$ cat src/rtl/valid_ready_pipe.sv
// DEPTH-stage valid/ready pipeline: pass-through ready (MODE=0) or registered-ready
// skid-buffer stages (MODE=1), with synchronous flush and a held-beat count.
module valid_ready_pipe #(
  parameter int DATA_W = 3,
  parameter int DEPTH  = 2,
  parameter int MODE   = 0,
  parameter int CNT_W  = $clog2(2*DEPTH+1)
) (
  input  logic              sys_clk,
  input  logic              rst,
  input  logic              flush,
  input  logic              valid_up,
  input  logic [DATA_W-1:0] data_up,
  output logic              ready_up,
  output logic              valid_down,
  output logic [DATA_W-1:0] data_down,
  input  logic              ready_down,
  output logic [CNT_W-1:0]  occupancy
);
  logic             stage_rdy_up;
  logic             in_fire;
  logic             out_fire;
  logic [CNT_W-1:0] cnt_q;
  logic [CNT_W-1:0] cnt_d;

  assign ready_up  = stage_rdy_up & ~rst & ~flush;
  assign in_fire   = valid_up & ready_up;
  assign out_fire  = valid_down & ready_down;
  assign cnt_d     = flush ? '0 : cnt_q + CNT_W'(in_fire) - CNT_W'(out_fire);
  assign occupancy = cnt_q;

  always_ff @(posedge sys_clk or posedge rst) begin
    if (rst) cnt_q <= '0;
    else     cnt_q <= cnt_d;
  end

  if (MODE == 0) begin : g_pass
    logic [DEPTH-1:0]             v_q, v_d, rdy, in_v;
    logic [DEPTH-1:0][DATA_W-1:0] d_q, d_d, in_d;

    for (genvar gi = 0; gi < DEPTH; gi++) begin : g_stage
      if (gi == 0) begin : g_head
        assign in_v[gi] = valid_up & ~flush;
        assign in_d[gi] = data_up;
      end else begin : g_link
        assign in_v[gi] = v_q[gi-1];
        assign in_d[gi] = d_q[gi-1];
      end
      // Unrolled ready chain: blocked only if this stage and all after it are full and the slave stalls.
      assign rdy[gi] = ready_down | ~(&v_q[DEPTH-1:gi]);
      assign v_d[gi] = ~flush & (rdy[gi] ? in_v[gi] : v_q[gi]);
      assign d_d[gi] = (rdy[gi] & in_v[gi]) ? in_d[gi] : d_q[gi];
    end

    always_ff @(posedge sys_clk or posedge rst) begin
      if (rst) begin
        v_q <= '0;
        d_q <= '0;
      end else begin
        v_q <= v_d;
        d_q <= d_d;
      end
    end

    assign stage_rdy_up = rdy[0];
    assign valid_down   = v_q[DEPTH-1];
    assign data_down    = d_q[DEPTH-1];
  end else begin : g_skid
    logic [DEPTH-1:0]             mv_q, mv_d, sv_q, sv_d;
    logic [DEPTH-1:0]             in_v, nxt_rdy, drain, acc;
    logic [DEPTH-1:0][DATA_W-1:0] md_q, md_d, sd_q, sd_d, in_d;

    for (genvar gi = 0; gi < DEPTH; gi++) begin : g_stage
      if (gi == 0) begin : g_head
        assign in_v[gi] = valid_up & ~flush;
        assign in_d[gi] = data_up;
      end else begin : g_link
        assign in_v[gi] = mv_q[gi-1];
        assign in_d[gi] = md_q[gi-1];
      end
      if (gi == DEPTH-1) begin : g_tail
        assign nxt_rdy[gi] = ready_down;
      end else begin : g_mid
        assign nxt_rdy[gi] = ~sv_q[gi+1];
      end
      assign drain[gi] = ~mv_q[gi] | nxt_rdy[gi];
      assign acc[gi]   = in_v[gi] & ~sv_q[gi];
      // A held skid beat always refills main when main empties, so main stays valid while skid is.
      assign mv_d[gi]  = ~flush & (sv_q[gi] | (drain[gi] ? acc[gi] : mv_q[gi]));
      assign sv_d[gi]  = ~flush & (sv_q[gi] ? ~drain[gi] : (acc[gi] & ~drain[gi]));
      assign md_d[gi]  = (sv_q[gi] & drain[gi]) ? sd_q[gi] :
                         (acc[gi] & drain[gi])  ? in_d[gi] : md_q[gi];
      assign sd_d[gi]  = (acc[gi] & ~drain[gi]) ? in_d[gi] : sd_q[gi];
    end

    always_ff @(posedge sys_clk or posedge rst) begin
      if (rst) begin
        mv_q <= '0;
        sv_q <= '0;
        md_q <= '0;
        sd_q <= '0;
      end else begin
        mv_q <= mv_d;
        sv_q <= sv_d;
        md_q <= md_d;
        sd_q <= sd_d;
      end
    end

    assign stage_rdy_up = ~sv_q[0];
    assign valid_down   = mv_q[DEPTH-1];
    assign data_down    = md_q[DEPTH-1];
  end
endmodule

$ cat config.mk
export PLATFORM = sky130hd
export DESIGN_NAME = valid_ready_pipe
export DESIGN_NICKNAME = d
export VERILOG_FILES = /design/src/rtl/valid_ready_pipe.sv
export SDC_FILE = /design/constraint.sdc
export NUM_CORES = 1
export LEC_CHECK = 0
export BUFFER_PORTS_ARGS = -buffer_cell sky130_fd_sc_hd__buf_2
export CORE_MARGIN = 2
export CORE_UTILIZATION = 40
export DETAILED_ROUTE_END_ITERATION = 12
export MAX_ROUTING_LAYER = met4
export PLACE_DENSITY_LB_ADDON = 0.2
export SLEW_MARGIN = 10
export SYNTH_ARGS = -nofsm -noshare
export SYNTH_HDL_FRONTEND = slang
export SYNTH_SLANG_ARGS = --single-unit
export TNS_END_PERCENT = 1
$ cat constraint.sdc
create_clock -name sys_clk -period 2.18 [get_ports sys_clk]
set_input_delay 0 -clock sys_clk [delete_from_list [all_inputs] [get_ports sys_clk]]
set_output_delay 0 -clock sys_clk [all_outputs]
set_load 0.01 [all_outputs]
==> results, run 1 <==
- Setup repair after global routing could not meet its margin everywhere.
- After clock tree synthesis, the setup repair step added 0 buffers.
- The count of inserted antenna diode cells is 0.
- The overall power is 504 uW.
- Data arrives at the worst endpoint at about 2.3 ns.
- The final number of max-transition violations is 0.
- Counting the buffers created by CTS gives 3.
- The overall fraction of global-route tracks in use is between 10% and 20%.
- The top-area cell type share of the netlist area is approximately 52%.
- The maximum single-stage delay on the critical path is between 0.3 and 0.4 ns.
- The tightest hold path in the finished design has a slack of around 0.017 ns.
- The power density of the placed cells is 724 nW/um^2.
- The cell taking the most area after synthesis is sky130_fd_sc_hd__dfrtp_1.
- The maximum clock frequency is around 470 MHz.
- Traced cell by cell, the critical path runs through and3b_2 > nor3_4 > nand2_1 > ha_1 > inv_1 > ha_1 > inv_1 > fa_2 > xor2_1 > xnor2_1 > nor2_1.
- Relative to the synthesized area, the layout overhead comes to 32.4%.
- After layout, the worst path uses a little under 100% of the clock period.
- The wire length per cell after detailed routing is roughly 10 microns.
- In this run the standard cell core region covers roughly 1300 sq um.
- The number of endpoints failing setup at the final stage is 0.
- The worst-case headroom to the max-slew limit is slightly below 70%.
- The area of the die is between 1500 and 2000 sq um.
- CTS placed an instance of sky130_fd_sc_hd__clkbuf_4 at the clock tree root.
- The required time at the worst-slack endpoint is around 2.3 ns.
- Summed over all layers, the global routing overflow is 0.
- The maximum ir drop on the vdd rail is approximately 260 uV.
- The initial utilization of the core area, before any placement, comes to 41.4%.
- The area after detailed placement is just over 600 sq um.
- The clock insertion delay at the later pin of the skew report is 0.26 ns.
- The maximum level of the CTS H-tree is 1.
- For this run, the leading register cell type out of synthesis is sky130_fd_sc_hd__dfrtp_1.
- Routability-driven placement finished with a final weighted congestion of ~0.72.
- The register-to-register setup slack is just over 0.05 ns.
- The transition time at the pin with the least slew margin is roughly 0.47 ns.
- Once layout is done, the placed cells without fillers occupy slightly below 700 sq um.
- The commonest cells after synthesis are sky130_fd_sc_hd__dfrtp_1 (11), sky130_fd_sc_hd__nor2_1 (6), sky130_fd_sc_hd__inv_1 (5).
- The synthesized area per cell is 12.2 sq um.
- The static leakage power is 0.000369 uW.
- Counting along the longest clock path gives a buffer depth of 2.
- The mean number of vias per cell is 4.56.
- In the routed design, unresolved DRC markers number 0.
- The routed layout has approximately 370 vias.
- The count of standard-cell rows is 13.
- The number of global-route vias before repair came to around 360.
- Clock tree synthesis found a total of 11 sinks.
- In this run the horizontal extent of the chip is around 40 microns.
- The number of buffers and inverters on the critical path is 2.
- The number of hold violations in the final report is 0.
- The cell family contributing the most delay on the critical path is adder cells.
- The share of layout cells above drive strength 1 is 44.6%.
- The count of synthesis-stage warnings from yosys is 0.
- TritonCTS built the clock tree.
- By area the synthesized netlist is led by sky130_fd_sc_hd__dfrtp_1 (52%), sky130_fd_sc_hd__mux2_4 (8.6%), sky130_fd_sc_hd__mux2_2 (6.4%), sky130_fd_sc_hd__ha_1 (4.8%), sky130_fd_sc_hd__buf_4 (4.3%).
- The clock period could shrink to ~2.1 ns.
- After synthesis, flip-flops and latches occupy 52.4% of the total area.
- The post-synthesis register bit count is 11.
- The run finished with clean final reports.
- The first detailed-routing pass took 4 iterations.
- By startpoint and endpoint, the worst setup path is classified as flip-flop to flip-flop.
- Clock-pin slew was measured on the worst setup and hold paths at roughly 0.070 ns.
- The area of the mapped netlist is between 500 and 600 sq um.
- The initial antenna violation count is 0.
- The share of synthesized flip-flops with an asynchronous set or reset is 100%.
- The worst setup path is captured at a flip-flop.
- The number of top-level pins is 16.
- Measured along the y axis, the die boundary spans 40.2 microns.
- The first global-routing pass estimated between 1000 and 1500 microns of wire.
- In this run, the number of DRC markers left after iteration 0 of detailed routing was 3.
- Counting flops with a built-in enable in the synthesized netlist gives 0.
- The wire-length estimate of the detail-placed layout is 652 microns.
- The worst-case clock skew is roughly 0.00042 ns.
- The cell at the slowest stage of the critical path is sky130_fd_sc_hd__dfrtp_1.
- Port buffering added 15 buffers.
- Of all nets on the critical path, the largest fanout is 3.
- The routed wire length is around 840 microns.
- The net count of the finished layout is between 70 and 80.
- After technology mapping, the gate count stands at 43.
- The worst setup path is launched from a flip-flop.
- The tool flagged a number of max-cap violations equal to 0.
- The synthesized netlist contains 17 unique library cells.
- The most used standard cell by instance count after synthesis is sky130_fd_sc_hd__dfrtp_1.
- The number of nets in the synthesized netlist is 54.
- The number of nets still failing antenna checks after routing is 0.
- The maximum number of pins on one net before global-route repair is 12.
- In this run the worst hold path is classified as input port to flip-flop.
[final cells by class]
| class | instances | area [sq um] |
|---|---|---|
| Inverter | 5 | 18.8 |
| Clock buffer | 4 | 26.3 |
| Fill cell | 117 | 573 |
| Multi-Input combinational cell | 24 | 224 |
| Tap cell | 15 | 18.8 |
| Sequential cell | 11 | 275 |
| Timing Repair Buffer | 21 | 133 |
[metal layers]
metal / track usage [%] / wire (microns) / up-vias
li1: - / - / 182
met1: 15.4 / 395 / 168
met2: 23.0 / 391 / 13
met3: 3.33 / 45 / 2
met4: 7.50 / 6 / 0
met5: - / 0 / -
[registers in the layout, indices dropped and copies added (netlist names)]
name	count
data_down	3
g_pass.d_q	3
g_pass.v_q	2
occupancy	3
[per-stage QoR]
| step | util, % | setup TNS (ns) | setup WS, ns | instances |
|---|---|---|---|---|
| 6_report | 54.8 | 0 | 0.0511 | 80 |
| 5_1_grt | 54.8 | -0.0897 | -0.0897 | 80 |
| 2_1_floorplan | - | 0 | 0.000120 | 43 |
| 4_1_cts | 54.5 | 0 | 0.00700 | 80 |
| 3_5_place_dp | 48.5 | 0 | 0.0305 | 71 |
| 3_3_place_gp | 48.5 | 0 | 0.0532 | 71 |
[cell families after synthesis]
| family | synth area share (%) |
|---|---|
| and+or+nand+nor | 11.0 |
| DFF | 52.4 |
| buffers and inverters | 7.86 |
| muxes | 15.0 |
| adders and majority gates | 8.57 |
| AOI/OAI and AO/OA | 1.90 |
| xor gates and xnor gates | 3.33 |
[final timing paths]
path / from / to / depth (start not counted)
worst min-delay path: flush / occupancy[1]$_DFF_PP0_ / 2
worst min register to register: data_down[0]$_DFFE_PP0P_ / data_down[0]$_DFFE_PP0P_ / 1
worst max-delay path: g_pass.v_q[1]$_DFF_PP0_ / occupancy[2]$_DFF_PP0_ / 11
min in group asynchronous: rst / occupancy[0]$_DFF_PP0_ / 3
worst max register to register: g_pass.v_q[1]$_DFF_PP0_ / occupancy[2]$_DFF_PP0_ / 11
max in group asynchronous: rst / g_pass.d_q[0]$_DFFE_PP0P_ / 3
[layout by cell type, fill, tap and decap left out, types with 2 or more instances in the layout]
cell type	Yosys	layout
sky130_fd_sc_hd__clkbuf_4	0	3
sky130_fd_sc_hd__nor2_1	6	6
sky130_fd_sc_hd__ha_1	2	2
sky130_fd_sc_hd__dfrtp_1	11	11
sky130_fd_sc_hd__mux2_2	3	3
sky130_fd_sc_hd__inv_1	5	5
sky130_fd_sc_hd__mux2_4	3	3
sky130_fd_sc_hd__buf_2	0	15
sky130_fd_sc_hd__dlygate4sd3_1	0	5
[report_power, final]
group / internal [uW] / leakage, uW / switching, uW
clock network: 70.6 / 0.0000150 / 62.4
logic: 67.2 / 0.000217 / 51.3
registers: 236 / 0.000137 / 16.0
[repair_timing]
item | 4_1_cts | 5_1_grt
endpoints found under the setup margin | 0 | 1
hold buffers | 5 | 0
resized for setup | 0 | 2
endpoints found under the hold margin | 15 | 0
(Power assumes the default switching activity.)
==> inputs of run 2 (changes only) <==
Settings changed: CORE_MARGIN 2 to 5, SETUP_SLACK_MARGIN from default to 0.3.
==> results, run 2 (synthesized netlist as in run 1, its figures left out) <==
- The worst-case headroom to the max-slew limit is 66.9% (-1.1 points).
- The iteration-0 DRC count of the detailed router is 3 (unchanged).
- The layout filler cell count is 119 (+1.7%).
- The initial core utilization is 41.4% (unchanged).
- The period utilization came to 96.5% (-1.1 points).
- The required time at the worst-slack endpoint came to 2.34 ns (about the same).
- The power density of the placed cells is 698 nW/um^2 (-3.7%).
- The count of standard-cell rows is 13 (unchanged).
- The total congestion overflow after global routing was 0 (unchanged).
- The final worst setup slack is 0.0760 ns (+0.0249 ns).
- The number of non-filler instances in the completed layout is 84 (+5.0%).
- The area after detailed placement is 616 sq um (unchanged).
- The maximum ir drop on the vdd rail came to 292 uV (+10%).
- Among all stages on the critical path, the largest delay is contributed by sky130_fd_sc_hd__dfrtp_1.
- The maximum level of the CTS H-tree was 1 (unchanged).
- The register-to-register setup slack is 0.08 ns (+0.02 ns).
- The core footprint came to 1270 sq um (unchanged).
- The number of clock sinks is 11 (unchanged).
- The mean number of vias per cell is 4.49 (-1.6%).
- The number of port buffers is 15 (unchanged).
- The worst setup path is launched from a flip-flop.
- The number of detailed-route iterations in the first pass was 2 (-2).
- In the layout the commonest cells are sky130_fd_sc_hd__buf_2 (15), sky130_fd_sc_hd__dfrtp_1 (11), sky130_fd_sc_hd__dlygate4sd3_1 (8), sky130_fd_sc_hd__nor2_1 (6), sky130_fd_sc_hd__inv_1 (5).
- The library cell used most frequently in the layout, excluding fill and tap cells, is sky130_fd_sc_hd__buf_2.
- The setup slack after placement is 0.0473 ns (+0.0169 ns).
- The maximum clock frequency is 475 MHz (+1.2%).
- The maximum number of pins on one net before global-route repair came to 12 (unchanged).
- The number of endpoints failing setup at the final stage was 0 (unchanged).
- The path class of the tightest hold or removal check is input port to flip-flop.
- The transition time at the pin with the least slew margin was 0.491 ns (+0.0166 ns).
- The number of buffers and inverters on the critical path is 2 (unchanged).
- The number of nets at the end of the flow is 81 (+5.2%).
- Setup repair after global routing could not meet its margin everywhere.
- The clock insertion delay at the later pin of the skew report is 0.27 ns (about the same).
- The critical path capture point type is a flip-flop.
- The die height is 46.2 microns (+15%).
- The kind of cell with the highest combined delay along the critical path is adder cells.
- The smallest hold slack is 0.0986 ns (+0.0819 ns).
- The buffer depth of the longest clock path is 2 (unchanged).
- The clock slew at the register clock pins of the worst setup and hold paths is 0.08 ns (about the same).
- The critical path arrival is 2.27 ns (about the same).
- The area of the die is 2140 sq um (+32%).
- The final critical delay including setup and external delays was 2.10 ns (-0.0249 ns).
- The routed wire length came to 973 microns (+16%).
- The global-route wire length before repair came to 1660 microns (+19%).
- The final number of max-transition violations is 0 (unchanged).
- TritonCTS built the clock tree.
- The overall fraction of global-route tracks in use is 11.8% (-2.1 points).
- The worst-case clock skew was 0.00956 ns (+0.00914 ns).
- The initial antenna violation count is 0 (unchanged).
- The total via count in the routed design is 377 (+3.3%).
- The placer congestion estimate was 0.786 (+9.2%).
- The accumulated negative setup slack came to 0 ns (unchanged).
- The maximum net fanout on the critical path is 3 (unchanged).
- The die width came to 46.2 microns (+15%).
- The number of nets still failing antenna checks after routing is 0 (unchanged).
- The final HPWL from detailed placement was 686 microns (+5.2%).
- The number of buffers created by CTS is 3 (unchanged).
- The static leakage power is 0.000390 uW (+5.6%).
- The count of inserted antenna diode cells was 0 (unchanged).
- The tree is rooted in a sky130_fd_sc_hd__clkbuf_4.
- The remaining routing DRC violations came to 0 (unchanged).
- Relative to the synthesized area, the layout overhead comes to 39.8%.
- The run finished with clean final reports.
- The number of top-level pins is 16 (unchanged).
- The wire length per cell after detailed routing is 11.6 microns (+11%).
- The critical path goes through and3b_2 > nor3_4 > nand2_1 > ha_1 > inv_1 > ha_1 > inv_1 > fa_2 > xor2_1 > xnor2_1 > nor2_1.
- The post-placement cell count is 71 (unchanged).
- The number of global-route vias before repair is 400 (+12%).
- The share of layout cells above drive strength 1 was 44.9% (+0.31 points).
- The class of the most critical setup path is flip-flop to flip-flop.
- The maximum single-stage delay on the critical path is 0.39 ns (+0.02 ns).
- The max capacitance violation total is 0 (unchanged).
- The number of hold violations in the final report came to 0 (unchanged).
- The area of all placed cells without fillers came to 734 sq um (+5.6%).
[run 2: worst register-to-register path: stages (launching register included)]
cell and delay, ns:
sky130_fd_sc_hd__dfrtp_1 0.39, sky130_fd_sc_hd__and3b_2 0.23, sky130_fd_sc_hd__nor3_4 0.12, sky130_fd_sc_hd__nand2_1 0.08
sky130_fd_sc_hd__ha_1 0.26, sky130_fd_sc_hd__inv_1 0.05, sky130_fd_sc_hd__ha_1 0.12, sky130_fd_sc_hd__inv_1 0.05
sky130_fd_sc_hd__fa_2 0.33, sky130_fd_sc_hd__xor2_1 0.17, sky130_fd_sc_hd__xnor2_1 0.14, sky130_fd_sc_hd__nor2_1 0.06
[run 2: routing by layer]
layer,GRT usage [%],up-vias,part of all wire [%]
met5,-,-,0
met1,12.7,179,42
met4,5.11,0,0
met3,3.52,0,5.0
met2,19.8,9,53
li1,-,189,-
[run 2: through the flow]
stage	utilization [%]	power, uW
finish	57.9	512
global route	57.9	551
CTS	57.9	521
detailed placement	48.5	370
global placement	48.5	368
floorplan	-	345
[run 2: layout make-up]
type,count,area (sq um),share of cell area (%)
clock inverters,1,5.00,0.681
flip-flops and latches,11,275,37.5
clock buffers,3,22.5,3.07
inverters,5,18.8,2.56
well taps,15,18.8,2.56
multi-input cells,24,224,30.5
repair buffers,25,170,23.2
[run 2: worst paths after layout]
kind,cells after the start,startpoint,end
max in group asynchronous,3,rst,g_pass.d_q[1]$_DFFE_PP0P_
setup / recovery,11,g_pass.v_q[0]$_DFF_PP0_,occupancy[2]$_DFF_PP0_
hold reg to reg,1,data_down[1]$_DFFE_PP0P_,data_down[1]$_DFFE_PP0P_
setup reg to reg,11,g_pass.v_q[0]$_DFF_PP0_,occupancy[2]$_DFF_PP0_
hold / removal,4,ready_down,g_pass.v_q[1]$_DFF_PP0_
min in group asynchronous,3,rst,occupancy[0]$_DFF_PP0_
[run 2: what timing repair did]
item | 4_1_cts | 5_1_grt
endpoints found under the setup margin | 2 | 2
pin swaps | 2 | 2
endpoints found under the hold margin | 16 | 0
resized for setup | 2 | 0
hold buffers | 8 | 0
setup buffers | 1 | 0
[run 2: power breakdown]
group	internal [uW]	switching, uW
Combinational	70.8	52.2
Clock	67.7	68.7
Sequential	236	16.7
==> inputs of run 3 (changes only) <==
Settings changed: CORE_MARGIN 5 to default, CORE_UTILIZATION 40 to 30.
==> results, run 3 (synthesized netlist as in run 1, its figures left out) <==
- The worst-case clock skew is 0.00392 ns (-0.00564 ns).
- The post-placement cell count came to 72 (+1.4%).
- The count of cells along the worst register-to-register path is 11 (unchanged).
- The number of endpoints failing setup at the final stage was 0 (unchanged).
- The mean number of vias per cell is 4.57 (+1.9%).
- The number of detailed-route iterations in the first pass came to 5 (+3).
- The maximum net fanout on the critical path is 3 (unchanged).
- The internal power summed over all cells is 379 uW (+1.3%).
- The flow ran to the end, and the final reports show no timing, DRC or antenna violations.
- The maximum ir drop on the vdd rail was 362 uV (+24%).
- The leading cell type in the layout, fill and taps excluded is sky130_fd_sc_hd__buf_2.
- The clock network fraction of design power came to 27.4% (+0.8 points).
- The critical path arrival is 2.28 ns (about the same).
- The number of clock sinks is 11 (unchanged).
- The library cells used most frequently in the layout, excluding fill and tap cells, are sky130_fd_sc_hd__buf_2 (15), sky130_fd_sc_hd__dfrtp_1 (11), sky130_fd_sc_hd__dlygate4sd3_1 (7), sky130_fd_sc_hd__nor2_1 (6), sky130_fd_sc_hd__inv_1 (4).
- The part of the power in combinational logic is 23.7% (-0.3 points).
- The overall fraction of global-route tracks in use is 12.6% (+0.86 points).
- The wire length per cell after detailed routing is 11.9 microns (+2.9%).
- The total congestion overflow after global routing is 0 (unchanged).
- The final number of max-transition violations is 0 (unchanged).
- The total via count in the routed design came to 384 (+1.9%).
- The fraction of power spent switching nets is 27.3% (+0.47 points).
- The period utilization is 96.9% (+0.38 points).
- The count of inserted antenna diode cells is 0 (unchanged).
- The end point of the worst hold path is g_pass.v_q[1]$_DFF_PP0_.
- The area after detailed placement is 617 sq um (+0.20%).
- The maximum number of pins on one net before global-route repair is 12 (unchanged).
- The number of port buffers was 15 (unchanged).
- The layout filler cell count is 161 (+35%).
- The area overhead of the layout relative to synthesis is 39.3%.
- The required time at the worst-slack endpoint was 2.35 ns (about the same).
- The maximum level of the CTS H-tree is 1 (unchanged).
- The placer congestion estimate was 0.704 (-10%).
- The number of buffers created by CTS was 3 (unchanged).
- The routed wire length is 1000 microns (+2.9%).
- The initial core utilization came to 33.3% (-8.1 points).
- The class of the most critical setup path is flip-flop to flip-flop.
- The register-to-register setup slack is 0.07 ns (about the same).
- The global-route wire length before repair came to 1590 microns (-4.2%).
- The classification of the worst-slack hold path is input port to flip-flop.
- The number of non-filler instances in the completed layout was 84 (unchanged).
- The power density of the placed cells is 713 nW/um^2 (+2.3%).
- The worst hold path begins at ready_down.
- The core footprint is 1580 sq um (+24%).
- The source of the critical timing path is g_pass.v_q[0]$_DFF_PP0_.
- The maximum clock frequency came to 473 MHz (-0.39%).
- The switching power is 143 uW (+3.7%).
- The number of hold violations in the final report is 0 (unchanged).
- The area of the die came to 1920 sq um (-10%).
- The transition time at the pin with the least slew margin is 0.474 ns (-0.0164 ns).
- The critical path launch point type is a flip-flop.
- The die height is 43.9 microns (-5.2%).
- The share of layout cells above drive strength 1 is 47.1% (+2.1 points).
- The number of nets at the end of the flow is 80 (-1.2%).
- The count of standard-cell rows is 14 (+1).
- The clock insertion delay at the later pin of the skew report is 0.27 ns (about the same).
- The initial antenna violation count is 0 (unchanged).
- The final HPWL from detailed placement is 717 microns (+4.6%).
- The area of all placed cells without fillers was 732 sq um (-0.34%).
- The number of global-route vias before repair was 337 (-16%).
- The worst hold path depth is 4 (unchanged).
- The final critical delay including setup and external delays was 2.11 ns (+0.00830 ns).
- The buffer depth of the longest clock path came to 2 (unchanged).
- The static leakage power is 0.000383 uW (-1.8%).
- The worst-case headroom to the max-slew limit is 68.0% (+1.1 points).
- The die width is 43.9 microns (-5.2%).
- The number of top-level pins is 16 (unchanged).
- Setup repair after global routing could not meet its margin everywhere.
- The iteration-0 DRC count of the detailed router came to 7 (+4).
- The critical path capture point type is a flip-flop.
- The root buffer cell is sky130_fd_sc_hd__clkbuf_4.
- The number of nets still failing antenna checks after routing is 0 (unchanged).
- The endpoint of the lowest-slack register-to-register path is occupancy[2]$_DFF_PP0_.
- The remaining routing DRC violations is 0 (unchanged).
- The max capacitance violation total is 0 (unchanged).
- The worst flop-to-flop path startpoint is g_pass.v_q[0]$_DFF_PP0_.
- The sequential fraction of design power is 48.8% (-0.6 points).
- The clock slew at the register clock pins of the worst setup and hold paths was 0.07 ns (about the same).
- The TritonCTS clock tree is built.
## run 3: cell count changes in the layout (fill, tap and decap cells not counted)
cell,before,now
sky130_fd_sc_hd__clkbuf_1,0,1
sky130_fd_sc_hd__clkinv_2,1,0
sky130_fd_sc_hd__dlygate4sd3_1,8,7
sky130_fd_sc_hd__inv_1,5,4
sky130_fd_sc_hd__inv_2,0,1
sky130_fd_sc_hd__xor2_1,1,0
sky130_fd_sc_hd__xor2_2,0,1
## run 3: layer usage
layer / track usage (%) / wire length [microns]
met1: 15.7 / 458
met2: 17.3 / 482
met3: 6.25 / 53
met4: 5.45 / 6
met5: - / 0
## run 3: what timing repair did
| item | CTS | global route |
|---|---|---|
| gates resized for setup | 2 | 2 |
| buffers inserted | 1 | 0 |
| endpoints found under the setup margin | 2 | 2 |
| endpoints found under the hold margin | 17 | 0 |
| hold buffers | 7 | 0 |
## run 3: through the flow
step           util (%)  power, uW  TNS (ns)  worst slack [ns]  hold slack [ns]
3_3_place_gp       39.1        368         0            0.0340           0.0510
4_1_cts            46.0        529         0            0.0632           0.0683
2_1_floorplan         -        345         0          0.000120           -0.148
3_5_place_dp       39.1        371         0            0.0175           0.0473
5_1_grt            46.4        553   -0.0607           -0.0607            0.122
6_report           46.4        522         0            0.0677           0.0781
## run 3: power by group through the flow
stage          registers (uW)  clock network, uW  logic [uW]
2_1_floorplan             258                  0        86.5
5_1_grt                   259                159         136
3_3_place_gp              258                  0         109
4_1_cts                   255                151         123
6_report                  255                143         124
3_5_place_dp              259                  0         111
## run 3: worst max-delay path, cell delays in order, from the launching register on
cell	delay, ns
sky130_fd_sc_hd__dfrtp_1	0.39
sky130_fd_sc_hd__and3b_2	0.23
sky130_fd_sc_hd__nor3_4	0.12
sky130_fd_sc_hd__nand2_1	0.08
sky130_fd_sc_hd__ha_1	0.27
sky130_fd_sc_hd__inv_1	0.05
sky130_fd_sc_hd__ha_1	0.14
sky130_fd_sc_hd__inv_2	0.04
sky130_fd_sc_hd__fa_2	0.35
sky130_fd_sc_hd__xor2_2	0.15
sky130_fd_sc_hd__xnor2_1	0.13
sky130_fd_sc_hd__nor2_1	0.05
## run 3: area by class of cell
cell class	count	area [sq um]	share of cell area (%)
sequential	11	275	37.6
multi-input combinational	24	231	31.6
timing repair buffer	24	160	21.9
clock buffer	4	26.3	3.59
tap	16	20.0	2.74
inverter	5	18.8	2.56
## run 3: worst max-delay path by stage
stage / endpoint / slack [ns]
after floorplan: occupancy[2]$_DFF_PP0_ / 0.0001
after global placement: occupancy[2]$_DFF_PP0_ / 0.03
after detailed placement: occupancy[2]$_DFF_PP0_ / 0.02
after CTS: occupancy[2]$_DFF_PP0_ / 0.06
after global routing: occupancy[2]$_DFF_PP0_ / -0.06
final: occupancy[2]$_DFF_PP0_ / 0.07
